==> config.mk <==
export PLATFORM = sky130hd
export DESIGN_NAME = ram_arbiter
export DESIGN_NICKNAME = d
export VERILOG_FILES = /design/src/rtl/ram_arb_pkg.sv /design/src/rtl/ram_arbiter_rr_pick.sv /design/src/rtl/ram_arbiter.sv
export SDC_FILE = /design/constraint.sdc
export NUM_CORES = 1
export LEC_CHECK = 0
export ABC_AREA = 1
export CORE_MARGIN = 2
export CORE_UTILIZATION = 55
export CTS_BUF_LIST = sky130_fd_sc_hd__clkbuf_4
export DETAILED_ROUTE_END_ITERATION = 10
export PLACE_DENSITY = 0.78
export SLEW_MARGIN = 15
export SYNTH_ARGS = -nofsm -noshare
export SYNTH_HDL_FRONTEND = slang
export SYNTH_HIERARCHICAL = 1
export SYNTH_SLANG_ARGS = --single-unit
==> constraint.sdc <==
create_clock -name clk_i -period 3.43 [get_ports clk_i]
set_input_delay 0.5145 -clock clk_i [delete_from_list [all_inputs] [get_ports clk_i]]
set_output_delay 0.5145 -clock clk_i [all_outputs]
set_load 0.005 [all_outputs]
==> src/rtl/ram_arb_pkg.sv <==
// Shared definitions for the RAM port arbiter: FSM state encoding,
// default hold limit and a hold-counter width helper.
package ram_arb_pkg;

    typedef enum logic [1:0] {
        IDLE = 2'd0,
        BUSY = 2'd1,
        GAP  = 2'd2
    } arb_state_e;

    localparam int DEFAULT_MAX_HOLD = 16;

    function automatic int hold_width(input int max_hold);
        if (max_hold > 32'sd0) begin
            return ($clog2(max_hold + 32'sd1) > 32'sd0) ? $clog2(max_hold + 32'sd1) : 32'sd1;
        end else begin
            return 32'sd1;
        end
    endfunction

endpackage

==> src/rtl/ram_arbiter_rr_pick.sv <==
// Combinational round-robin picker: first requesting index strictly after
// the last owner, wrapping around; the last owner itself is checked last.
module rr_pick #(
    parameter int NUM_PORTS = 6,
    parameter int SEL_WIDTH = 3
) (
    input  logic [NUM_PORTS-1:0] req_i,
    input  logic [SEL_WIDTH-1:0] last_i,
    output logic                 valid_o,
    output logic [SEL_WIDTH-1:0] idx_o
);

    logic [SEL_WIDTH-1:0] cand_s;

    // Scan candidates in rotating priority order starting after last_i
    always_comb begin
        valid_o = 1'b0;
        idx_o   = {SEL_WIDTH{1'b0}};
        cand_s  = {SEL_WIDTH{1'b0}};
        for (int i = 32'sd0; i < NUM_PORTS; i++) begin
            cand_s = SEL_WIDTH'((int'(last_i) + i + 32'sd1) % NUM_PORTS);
            if (!valid_o && req_i[cand_s]) begin
                valid_o = 1'b1;
                idx_o   = cand_s;
            end else begin
                valid_o = valid_o;
            end
        end
    end

endmodule

==> src/rtl/ram_arbiter.sv <==
// Round-robin arbiter for a shared single-port RAM with a bounded hold time
// and a mandatory one-cycle turnaround gap between owners.
module ram_arbiter
    import ram_arb_pkg::*;
#(
    parameter int NUM_PORTS = 6,
    parameter int SEL_WIDTH = (NUM_PORTS > 32'sd1) ? $clog2(NUM_PORTS) : 32'sd1,
    parameter int MAX_HOLD  = DEFAULT_MAX_HOLD
) (
    input  logic                 clk_i,
    input  logic                 reset_ni,
    input  logic [NUM_PORTS-1:0] req_i,
    output logic [NUM_PORTS-1:0] grant_o,
    output logic [SEL_WIDTH-1:0] select_o,
    output logic                 active_o,
    output logic                 busy_o
);

    localparam int                   HOLD_W   = hold_width(MAX_HOLD);
    localparam logic [HOLD_W-1:0]    HOLD_MAX = HOLD_W'(MAX_HOLD);
    localparam logic [SEL_WIDTH-1:0] LAST_RST = SEL_WIDTH'(NUM_PORTS - 32'sd1);

    arb_state_e           state_r, state_nx_s;
    logic [NUM_PORTS-1:0] grant_r, grant_nx_s;
    logic [SEL_WIDTH-1:0] select_r, select_nx_s;
    logic [SEL_WIDTH-1:0] last_r, last_nx_s;
    logic [HOLD_W-1:0]    hold_r, hold_nx_s;
    logic                 active_r, busy_r;
    logic                 pick_valid_s;
    logic [SEL_WIDTH-1:0] pick_idx_s;
    logic                 expire_s;

    rr_pick #(
        .NUM_PORTS(NUM_PORTS),
        .SEL_WIDTH(SEL_WIDTH)
    ) u_rr_pick (
        .req_i  (req_i),
        .last_i (last_r),
        .valid_o(pick_valid_s),
        .idx_o  (pick_idx_s)
    );

    // Owner releases when its request drops or its hold budget is used up
    always_comb begin
        expire_s = !req_i[select_r];
        if ((MAX_HOLD != 32'sd0) && (hold_r >= HOLD_MAX)) begin
            expire_s = 1'b1;
        end else begin
            expire_s = expire_s;
        end
    end

    // State register
    always_ff @(posedge clk_i or negedge reset_ni) begin
        if (!reset_ni) begin
            state_r <= IDLE;
        end else begin
            state_r <= state_nx_s;
        end
    end

    // Next-state logic; BUSY always passes through GAP before a new grant
    always_comb begin
        state_nx_s = state_r;
        case (state_r)
            IDLE:    state_nx_s = pick_valid_s ? BUSY : IDLE;
            BUSY:    state_nx_s = expire_s ? GAP : BUSY;
            GAP:     state_nx_s = pick_valid_s ? BUSY : IDLE;
            default: state_nx_s = IDLE;
        endcase
    end

    // Next values of the grant datapath; select is held through GAP
    always_comb begin
        grant_nx_s  = grant_r;
        select_nx_s = select_r;
        last_nx_s   = last_r;
        hold_nx_s   = hold_r;
        case (state_r)
            IDLE, GAP: begin
                if (pick_valid_s) begin
                    grant_nx_s  = NUM_PORTS'(1'b1) << pick_idx_s;
                    select_nx_s = pick_idx_s;
                    last_nx_s   = pick_idx_s;
                    hold_nx_s   = HOLD_W'(1'b1);
                end else begin
                    grant_nx_s  = {NUM_PORTS{1'b0}};
                end
            end
            BUSY: begin
                if (expire_s) begin
                    grant_nx_s = {NUM_PORTS{1'b0}};
                end else if (hold_r != {HOLD_W{1'b1}}) begin
                    hold_nx_s  = hold_r + HOLD_W'(1'b1);
                end else begin
                    hold_nx_s  = hold_r;
                end
            end
            default: begin
                grant_nx_s = {NUM_PORTS{1'b0}};
            end
        endcase
    end

    // Output and bookkeeping registers
    always_ff @(posedge clk_i or negedge reset_ni) begin
        if (!reset_ni) begin
            grant_r  <= {NUM_PORTS{1'b0}};
            select_r <= {SEL_WIDTH{1'b0}};
            last_r   <= LAST_RST;
            hold_r   <= {HOLD_W{1'b0}};
            active_r <= 1'b0;
            busy_r   <= 1'b0;
        end else begin
            grant_r  <= grant_nx_s;
            select_r <= select_nx_s;
            last_r   <= last_nx_s;
            hold_r   <= hold_nx_s;
            active_r <= |grant_nx_s;
            busy_r   <= (state_nx_s != IDLE);
        end
    end

    assign grant_o  = grant_r;
    assign select_o = select_r;
    assign active_o = active_r;
    assign busy_o   = busy_r;

endmodule

# After elaboration in Yosys (flattened, before gate mapping)
# Cells that the tools add are included.
# totals
reg_bits	21
in_bits	8
# classes
add_sub_neg	11
n_div	6
order_cmp	8
n_eq_ne	6
shifts	1
mux	37
reduce_logical	18
# ops
operator	count
modulo 32 x 4 -> 32 bit (second input constant)	6
adder 32 x 2 -> 32 bit (second input constant)	5
less-than comparator 3 x 4 -> 1 bit (second input constant)	7
binary-select mux 1 bit (select 3 bit)	7
2-to-1 mux 3 bit	6
2-to-1 mux 1 bit	15
2-to-1 mux 5 bit	3
2-to-1 mux 6 bit	2
one-hot mux 6 bit (2 select lines)	1
one-hot mux 5 bit (2 select lines)	1
adder 3 x 2 -> 4 bit (second input constant)	2
adder 3 x 3 -> 4 bit (second input constant)	2
zero test 1 bit	6
OR reduction 6 bit	1
<< shifter 1 x 3 -> 6 bit (first input constant)	1
adder 5 x 1 -> 5 bit (second input constant)	1
greater-or-equal comparator 5 bit (second input constant)	1
logical AND 1 bit	5
!= test 5 bit (second input constant)	1
adder 3 x 1 -> 4 bit (second input constant)	1
!= test 2 bit (second input constant)	2
one-hot mux 2 bit (2 select lines)	1
AND reduction 4 bit	1
nonzero test 2 bit	2
7 further kinds	7

# Logic depth before layout (Yosys ltp)
# Gate-level depths: netlist (run 1).
# depth
ltp_word	24
mapped_depth	28
mapped_depth_nobuf	28

# By module
# The synthesis (run 1) kept the hierarchy.
# by_module_without_submodules
mod	instances	cells_each	area_per_inst_um2	seq_area_each_um2
ram_arbiter	1	118	957.2	503.0
rr_pick	1	169	890.9	0.0

# Worst setup path after synthesis (run 1)
# OpenSTA, ideal clock, no wires.
# synth_timing
path_kind	register -> register
start	register select_r[1] (netlist: select_o[1])
end	register active_r (netlist: active_o)
t_arrival_ps	2973
required_time_ps	3305
slack_ps	332
path_stages_with_launch	24
period_less_slack_ps	3098
cell_sequence	dfrtp_1 > inv_1 > ha_1 > a21oi_2 > inv_2 > ha_1 > nor2_1 > nand3_1 > nand2_2 > nand3_1 > nand2_1 > nand2_1 > nand3_1 > nand2_2 > nor2_4 > nand2_2 > nor2_2 > nand2_1 > nand2_1 > nor2_1 > nand3_1 > nand2_1 > nor2_1 > nand3_1
# synth_via
elab_chain_cells	7
# synth_lines
item	line	source
start: declaration	ram_arbiter.sv:25	logic [SEL_WIDTH-1:0] select_r, select_nx_s;
start signal: assignment	ram_arbiter.sv:109	select_r <= {SEL_WIDTH{1'b0}};
start signal: assignment	ram_arbiter.sv:116	select_r <= select_nx_s;
binary-select mux 1 bit (select 3 bit)	ram_arbiter.sv:45	expire_s = !req_i[select_r];
2-to-1 mux 1 bit (not written as such)	ram_arbiter.sv:45	
zero test 1 bit	ram_arbiter.sv:45	
2-to-1 mux 1 bit	ram_arbiter.sv:46	if ((MAX_HOLD != 32'sd0) && (hold_r >= HOLD_MAX)) begin
2-to-1 mux 6 bit	ram_arbiter.sv:91	if (expire_s) begin
one-hot mux 6 bit (2 select lines)	ram_arbiter.sv:79	case (state_r)
named net grant_nx_s[2]	ram_arbiter.sv:24	logic [NUM_PORTS-1:0] grant_r, grant_nx_s;
OR reduction 6 bit	ram_arbiter.sv:119	active_r <= |grant_nx_s;
end signal: assignment	ram_arbiter.sv:119	
end: declaration	ram_arbiter.sv:28	logic active_r, busy_r;
# The timed path passes the listed nets, and every way through them passes these cells. The select of a mux whose other input is x is not followed.
# A chain may end at the register's enable or synchronous reset.

# Worst setup path after layout (run 1)
# Same ends and word-level chain as after synthesis.

==> reports/results.txt, run 1 <==
hold_sp: hold_r[1]
reg2reg setup slack: 0.27 ns
n_diodes: 0
worst hold path class: register to register
fmax: 316.3 MHz
gr busiest metal: met2
GRT Residual Overflow: 0
CP most frequent cell: nand3_1
TritonCTS clock tree: built
final net count: 340
worst-skew pair later-pin latency: 0.30 ns
maximum root-to-sink buffer count: 2
Post-Syn Instances: 287
Slew Viols, Final: 0
largest net degree at the start of global routing: 21
Arr. time, crit path: 3.36 ns
Die H: 61.97 µm
Final Critical Period: 3.162 ns
synth warn: 6
Num CTS Buffers: 3
GR Util met3: 1.863%
via count: 1,877
Min Hold Slack: 0.5226 ns
initial antenna violation count: 0
Hold Path Depth: 2
met2 usage: 40.48%
placed inst area: 2120 µm²
DP Worst Slack: 0.04074 ns
CP Data Required Time: 3.63 ns
DRT Wirelength: 4286 µm
number of H-tree levels: 1
Worst Path Buf+Inv: 2
dpl hpwl: 3336 µm
max_cap viols: 0
met1 Usage GRT: 31.35%
endpoints failing hold: 0
root buffer cell: clkbuf_4
CP max stage cell: dfrtp_2
final instance area: 2218 µm²
layout cell share with drive strength beyond 1: 19.12%
Vias/cell: 5.142
dpl cells: 356
critical path startpoint category: register
die width: 61.97 µm
Seq/Total Area, Yosys: 27.22%
PortBufs: 18
Fillers: 307
CP endpoint kind: register
Synth Net Count: 307
synthesized cell area: 1848 µm²
critical-path cell list: buf_4 > ha_1 > a21oi_4 > inv_2 > ha_1 > nor2_1 > nand3_1 > nand2_2 > nand3_1 > nand2_2 > nand2_1 > nand3_1 > nand2_2 > nor3_1 > nand4_1 > nand3_2 > nor2_4 > nand3_1 > nand2_1 > nor2_1 > nand3_1
GP Congestion: 0.9075
Clock Sink Count: 20
global-route wire length before repair: 6734 µm
PnR worst setup slack: 0.2685 ns
drc violations: 0
Detailed Routing Iterations Pass 1: 5
fin crit share: 92.17%
DR iter-0 viols: 146
fin cells: 365
delay-heaviest family, CP: simple AND/OR/NAND/NOR gates
initial core utilization: 56.27%
Final setup viols: 0
CP peak stage delay: 0.47 ns
Max FO, Critical Path: 7
Ports: 19
critical path type: register to register
total stage count of the critical path: 21
Clock Skew: 0.003948 ns
syn avg cell area: 6.439 µm²
routed len/inst: 11.74 µm
final antenna-violating net count: 0
status: completed
FF-to-FF Start: select_o[1]
clock slew at reported path FFs: 0.11 ns
reg2reg end: active_o
pin slew with the least headroom to its limit: 0.8615 ns
Rel. slew slack: 42.39%
die area: 3840 µm²
number of global-route vias before repair: 1,613
worst hold path endpoint: hold_r[1]
Netlist cell types: 31
Layout area overhead: 20.04%
GRT Overall Usage: 23.31%
FP Rows: 21
Synth Register Bits: 20
Reg2Reg Depth: 21
CORE AREA: 3284 µm²
sequential cells by signal, summed over array words and instances, names as in the netlist:
name      flops
grant_o       6
busy_o        1
state_r       2
select_o      3
last_r        2
active_o      1
hold_r        5
cell usage after synthesis (all sizes together):
library cell | count | area share (%)
nor2 | 28 | 6.5
nand3 | 38 | 11
or2 | 1 | 0.34
o211ai | 2 | 0.81
dfstp | 2 | 2.8
a32o | 1 | 0.54
a21oi | 5 | 1.8
a31oi | 1 | 0.34
ha | 12 | 8.1
nor3b | 1 | 0.41
nand3b | 1 | 0.41
o21ai | 17 | 4.8
nand4 | 10 | 3.7
xor2 | 2 | 0.95
buf | 3 | 1.4
inv | 42 | 8.5
nor3 | 3 | 0.81
nand2 | 98 | 22
dfrtp | 18 | 24
clkinv | 2 | 0.41
stage by stage:
stage	TNS, ns	utilization [%]
2_1_floorplan	0	-
3_3_place_gp	0	64.53
3_5_place_dp	0	64.53
4_1_cts	0	65.41
5_1_grt	-0.04396	67.54
6_report	0	67.54
per-layer routing:
layer	vias to the layer above	part of all wire, %
met4	0	0.93
met2	42	49
li1	987	-
met1	843	46
met3	5	4.2
met5	-	0
worst register-to-register path: stages (launching register included):
cell	delay, ns
dfrtp_2	0.47
buf_4	0.15
ha_1	0.24
a21oi_4	0.18
inv_2	0.07
ha_1	0.29
nor2_1	0.10
nand3_1	0.08
nand2_2	0.08
nand3_1	0.10
nand2_2	0.11
nand2_1	0.05
nand3_1	0.10
nand2_2	0.11
nor3_1	0.26
nand4_1	0.14
nand3_2	0.14
nor2_4	0.07
nand3_1	0.09
nand2_1	0.08
nor2_1	0.09
nand3_1	0.08
how the worst max path moves through the flow:
stage           startpoint        to  slack [ns]
6_report       select_o[1]  active_o        0.27
5_1_grt        select_o[1]  active_o       -0.04
4_1_cts        select_o[1]  active_o        0.09
3_5_place_dp   select_o[1]  active_o        0.04
3_3_place_gp   select_o[1]  active_o        0.11
2_1_floorplan  select_o[1]  active_o        0.33
cells in the final DEF, fill, tap and decap left out, types with 4 or more instances in the layout:
cell	count
dfrtp_1	17
o21ai_1	7
nor2_1	23
nand4_1	9
o21ai_0	9
nand2_1	82
buf_4	13
inv_1	31
ha_1	12
nand2_2	15
clkdlybuf4s50_1	18
nand3_2	4
inv_2	11
nand3_1	34
layout make-up:
type / instances / area (µm²) / area share [%]
well taps: 46 / 57.56 / 2.594
clock inverters: 1 / 3.754 / 0.1692
multi-input cells: 220 / 1187 / 53.53
clock buffers: 3 / 22.52 / 1.015
repair buffers: 31 / 277.8 / 12.52
flip-flops and latches: 20 / 504.2 / 22.73
inverters: 44 / 165.2 / 7.445
cell families (layout without fill, tap and decap cells):
family | Yosys count | count (layout) | synth area share [%]
xor+xnor | 2 | 2 | 0.9480
fa+ha+maj | 12 | 12 | 8.124
flops | 20 | 20 | 27.22
simple gates | 180 | 180 | 45.09
buf+inv | 47 | 79 | 10.36
compound gates | 26 | 26 | 8.260
what timing repair did:
action	in CTS	in global routing
hold buffers	0	0
cloned	0	0
buffers inserted	0	5
hold endpoints to repair	0	0
resized for setup	1	11
pin swaps	0	3
endpoints found under the setup margin	1	18
Power of run 1 is left out: the tool's default activity adds up to more than one toggle a clock period on the data nets, which glitch-free logic cannot reach.
==> inputs of run 2 (changes only) <==
--- a/config.mk
+++ b/config.mk
@@ -6,11 +6,11 @@
 export NUM_CORES = 1
 export LEC_CHECK = 0
 export ABC_AREA = 1
+export CORE_ASPECT_RATIO = 2
 export CORE_MARGIN = 2
-export CORE_UTILIZATION = 55
+export CORE_UTILIZATION = 32
 export CTS_BUF_LIST = sky130_fd_sc_hd__clkbuf_4
 export DETAILED_ROUTE_END_ITERATION = 10
-export PLACE_DENSITY = 0.78
 export SLEW_MARGIN = 15
 export SYNTH_ARGS = -nofsm -noshare
 export SYNTH_HDL_FRONTEND = slang
==> reports/results.txt, run 2 (synthesis gave the netlist of run 1 again) <==
status: completed
critical path type: register to register
clock slew at reported path FFs: 0.11 ns
final net count: 338
Slew Viols, Final: 0
GRT Residual Overflow: 0
drc violations: 0
CP Data Required Time: 3.63 ns
Num CTS Buffers: 3
GP Congestion: 0.8385
Vias/cell: 5.095
CP peak stage delay: 0.62 ns
n_diodes: 0
reg2reg end: active_o
die area: 6436 µm²
hold_sp: hold_r[1]
met1 wire length: 1765 µm
routed len/inst: 13.15 µm
Largest register FFs: 6
FP Rows: 39
dpl hpwl: 4049 µm
Max FO, Critical Path: 7
maximum root-to-sink buffer count: 2
Detailed Routing Iterations Pass 1: 4
fmax: 310.6 MHz
FF-to-FF Start: last_r[2]
commonest non-fill, non-tap cell in the layout: nand2_1
CP max stage cell: dfstp_2
fin cells: 378
CP endpoint kind: register
die width: 57.74 µm
endpoints failing hold: 0
Reg2Reg Depth: 22
DR iter-0 viols: 54
CORE AREA: 5660 µm²
met3 WL: 85 µm
final antenna-violating net count: 0
worst-skew pair later-pin latency: 0.31 ns
global-route wire length before repair: 8355 µm
Clock Sink Count: 20
largest net degree at the start of global routing: 21
worst hold path class: register to register
layout cell share with drive strength beyond 1: 19.87%
commonest non-fill, non-tap cells in the layout: nand2_1, nand3_1, inv_1
hold_buf cts: 0
initial core utilization: 32.65%
number of H-tree levels: 1
critical-path cell list: ha_1 > a21oi_2 > inv_2 > ha_1 > nor2_1 > nand3_1 > nand2_2 > nand2_1 > nand2_1 > nand3_1 > nand3_1 > nand2_2 > nor2_4 > nand2_2 > nor2_2 > nand2_1 > nand2_2 > inv_1 > nand3_1 > nand2_1 > nor2_1 > nand3_1
PortBufs: 18
via count: 1,926
Layout area overhead: 21.33%
Rel. slew slack: 41.30%
initial antenna violation count: 0
Final Critical Period: 3.220 ns
worst hold path endpoint: hold_r[1]
number of global-route vias before repair: 1,912
Ports: 19
Final setup viols: 0
routed wl met2: 2834 µm
Arr. time, crit path: 3.42 ns
fin crit share: 93.87%
critical path startpoint category: register
pin slew with the least headroom to its limit: 0.8778 ns
Hold Path Depth: 2
TritonCTS clock tree: built
Die H: 111.5 µm
root buffer cell: clkbuf_4
max_cap viols: 0
Clock Skew: 0.003554 ns
GRT Overall Usage: 16.30%
DRT Wirelength: 4971 µm
Min Hold Slack: 0.5261 ns
CP most frequent cell: nand3_1
placed inst area: 2131 µm²
dpl cells: 370
Top Layer Used: met4
reg2reg setup slack: 0.21 ns
final instance area: 2242 µm²
==> run 2: metrics by stage <==
| stage | TNS (ns) | util [%] | worst slack, ns |
|---|---|---|---|
| global route | -0.02634 | 39.61 | -0.01973 |
| global placement | 0 | 37.64 | 0.07744 |
| CTS | 0 | 38.17 | 0.02473 |
| floorplan | 0 | - | 0.3320 |
| detailed placement | 0 | 37.64 | 0.05488 |
| finish | 0 | 39.61 | 0.2103 |
==> run 2: worst max-delay path: cells and delay by family, from the launching register on <==
kind            cells  cell delay (ns)
simple gates       17             1.71
flops               1             0.62
fa+ha+maj           2             0.52
buf+inv             2             0.17
compound gates      1             0.10
==> run 2: final cells by class <==
cell class | instances | area [µm²]
Clock buffer | 4 | 30.03
Fill cell | 606 | 3418
Inverter | 44 | 165.2
Multi-Input combinational cell | 220 | 1197
Sequential cell | 20 | 503.0
Tap cell | 61 | 76.32
Timing Repair Buffer | 29 | 270.3
==> run 2: metal layers <==
metal,vias up,global-route usage (%)
met5,-,0
met4,0,9.612
met3,18,0.3484
met2,36,32.50
met1,889,15.28
li1,983,-
==> run 2: how the worst max path moves through the flow <==
stage | endpoint | depth (start not counted) | from | slack (ns)
after floorplan | active_o | 23 | select_o[1] | 0.33
after global placement | active_o | 19 | last_r[2] | 0.08
after detailed placement | active_o | 19 | last_r[2] | 0.05
after CTS | active_o | 19 | last_r[2] | 0.02
after global routing | active_o | 23 | last_r[2] | -0.02
final | active_o | 22 | last_r[2] | 0.21
==> run 2: timing repair <==
| item | CTS | global route |
|---|---|---|
| gates resized for setup | 0 | 16 |
| setup buffers | 0 | 4 |
| endpoints found under the setup margin | 0 | 16 |
Power of run 2 is left out for the same reason.
==> inputs of run 3 (changes only) <==
--- a/config.mk
+++ b/config.mk
@@ -14,5 +14,4 @@
 export SLEW_MARGIN = 15
 export SYNTH_ARGS = -nofsm -noshare
 export SYNTH_HDL_FRONTEND = slang
-export SYNTH_HIERARCHICAL = 1
 export SYNTH_SLANG_ARGS = --single-unit
==> reports/results.txt, run 3 <==
CP most frequent cell: nand2_2
Layout area overhead: 35.79%
root buffer cell: clkbuf_4
Synth Register Bits: 20
GP Congestion: 0.8683
number of flops mapped to enable cells by yosys: 0
Largest register FFs: 6
Max FO, Critical Path: 6
most common cell in the netlist: nand2_1
Detailed Routing Iterations Pass 1: 4
Core Util, Final: 44.06%
dpl cells: 513
fmax: 301.4 MHz
area leader, netlist: nand2_1
commonest non-fill, non-tap cells in the layout: nand2_1, nand3_1, inv_1
Netlist cell types: 35
PortBufs: 18
worst hold path class: register to register
commonest non-fill, non-tap cell in the layout: nand2_1
Post-Syn Instances: 386
Final Critical Period: 3.318 ns
CP peak stage delay: 0.65 ns
worst-skew pair later-pin latency: 0.31 ns
Multi-input gate area: 1906 µm²
Clock Skew: 0.01013 ns
Arr. time, crit path: 3.53 ns
Final setup viols: 0
largest net degree at the start of global routing: 21
dpl hpwl: 5006 µm
maximum root-to-sink buffer count: 2
DRT Wirelength: 6463 µm
Synth Flop Type: dfrtp_1
CP endpoint kind: register
final antenna-violating net count: 0
die area: 8348 µm²
critical path startpoint category: register
Synth Net Count: 411
GRT Overall Usage: 15.60%
endpoints failing hold: 0
final net count: 470
syn avg cell area: 6.295 µm²
drc violations: 0
TritonCTS clock tree: built
clock slew at reported path FFs: 0.12 ns
via count: 2,612
FP Rows: 45
Seq/Total Area, Yosys: 20.70%
Die H: 127.2 µm
max_cap viols: 0
status: completed
Slew Viols, Final: 0
pin slew with the least headroom to its limit: 0.8946 ns
CP max stage cell: dfstp_2
critical-path cell list: ha_4 > inv_2 > nor2_2 > nand2_2 > nand2_2 > inv_2 > ha_4 > inv_1 > nand3_1 > nand2_2 > nand2_2 > nand2_2 > nand2_4 > or2_4 > nand2_2 > nand3_4 > nor2_8 > nand4_1 > nand2_2 > nor2_4 > nand2_1 > nand2_2 > nor2_2 > nand3_2
global-route wire length before repair: 10,660 µm
share of the synthesized area in the top cell type: 19.77%
Rel. slew slack: 40.17%
routed len/inst: 12.01 µm
layout cell share with drive strength beyond 1: 33.11%
fin cells: 538
Fillers: 765
synthesized cell area: 2430 µm²
Ports: 19
Num CTS Buffers: 3
Clock Sink Count: 20
number of H-tree levels: 1
CORE AREA: 7488 µm²
CP Data Required Time: 3.64 ns
synth warn: 0
GRT Residual Overflow: 0
die width: 65.62 µm
DR iter-0 viols: 143
fin crit share: 96.74%
Post-synth top cells: nand2_1, nand3_1, inv_1
critical path type: register to register
Storage cell area: 504.2 µm²
initial antenna violation count: 0
Vias/cell: 4.855
asr flop ratio synth: 100.0%
n_diodes: 0
dominant cells by area after synthesis: nand2_1, dfrtp_1, nand3_1
number of global-route vias before repair: 2,384
initial core utilization: 32.45%
-- run 3: changes by cell type in the layout (fill, tap and decap cells not counted), sizes merged, moves of 5 or more --
cell / before / now
buf: 11 / 39
nor2: 28 / 22
inv: 42 / 57
ha: 12 / 17
nand2: 98 / 149
o21ai: 17 / 26
nand3: 38 / 55
-- run 3: final timing paths --
kind                          endpoint  slack [ns]  cells after the start       start
hold reg to reg             grant_o[2]        0.53                      2  grant_o[2]
setup / recovery              active_o        0.11                     24   last_r[0]
setup reg to reg              active_o        0.11                     24   last_r[0]
max in group asynchronous  select_o[1]        2.12                      1    reset_ni
min in group asynchronous   grant_o[1]        0.69                      1    reset_ni
hold / removal              grant_o[2]        0.53                      2  grant_o[2]
-- run 3: area by class of cell --
class | count | area share, %
clock buffer | 3 | 0.6826
clock inverter | 1 | 0.9101
inverter | 59 | 7.091
multi-input combinational | 303 | 57.76
sequential | 20 | 15.28
tap | 94 | 3.565
timing repair buffer | 58 | 14.71
-- run 3: per-stage QoR --
stage | hold slack [ns] | TNS, ns | cell area [µm²] | setup WS [ns]
final | 0.5343 | 0 | 3299 | 0.1118
after global placement | 0.5082 | 0 | 2845 | 0.04164
after global routing | 0.5730 | -0.1377 | 3299 | -0.08990
after detailed placement | 0.5078 | 0 | 2845 | 0.06246
after CTS | 0.5384 | 0 | 2898 | 0.05654
after floorplan | 0.2189 | 0 | 2430 | 0.1959
-- run 3: cell families after synthesis --
| kind of cell | count (synthesis) | synth area share, % |
|---|---|---|
| AND/OR/NAND/NOR | 246 | 50.82 |
| buffers and inverters | 63 | 10.35 |
| AO/OA/AOI/OAI | 40 | 9.372 |
| flip-flops | 20 | 20.70 |
| adder cells (fa/ha/maj) | 17 | 8.754 |
-- run 3: repair_timing --
action	CTS	global route
buffers inserted	0	21
hold endpoints to repair	0	0
gates resized for setup	0	62
hold buffers	0	0
endpoints found under the setup margin	0	17
-- run 3: worst max-delay path, delay by kind of cell, from the launching register on --
kind / cells / cell delay, ns
flip-flops: 1 / 0.65
buffers and inverters: 3 / 0.14
adder cells (fa/ha/maj): 2 / 0.38
AND/OR/NAND/NOR: 19 / 2.06
-- run 3: metal layers --
layer  GRT usage [%]  up-vias  routed length (µm)
met5               0        -                   0
met4           4.044        0                 101
met3           2.025       10                 214
met2           25.39       43                3237
met1           21.63     1189                2910
li1                -     1370                   -
Power of run 3 is left out for the same reason.
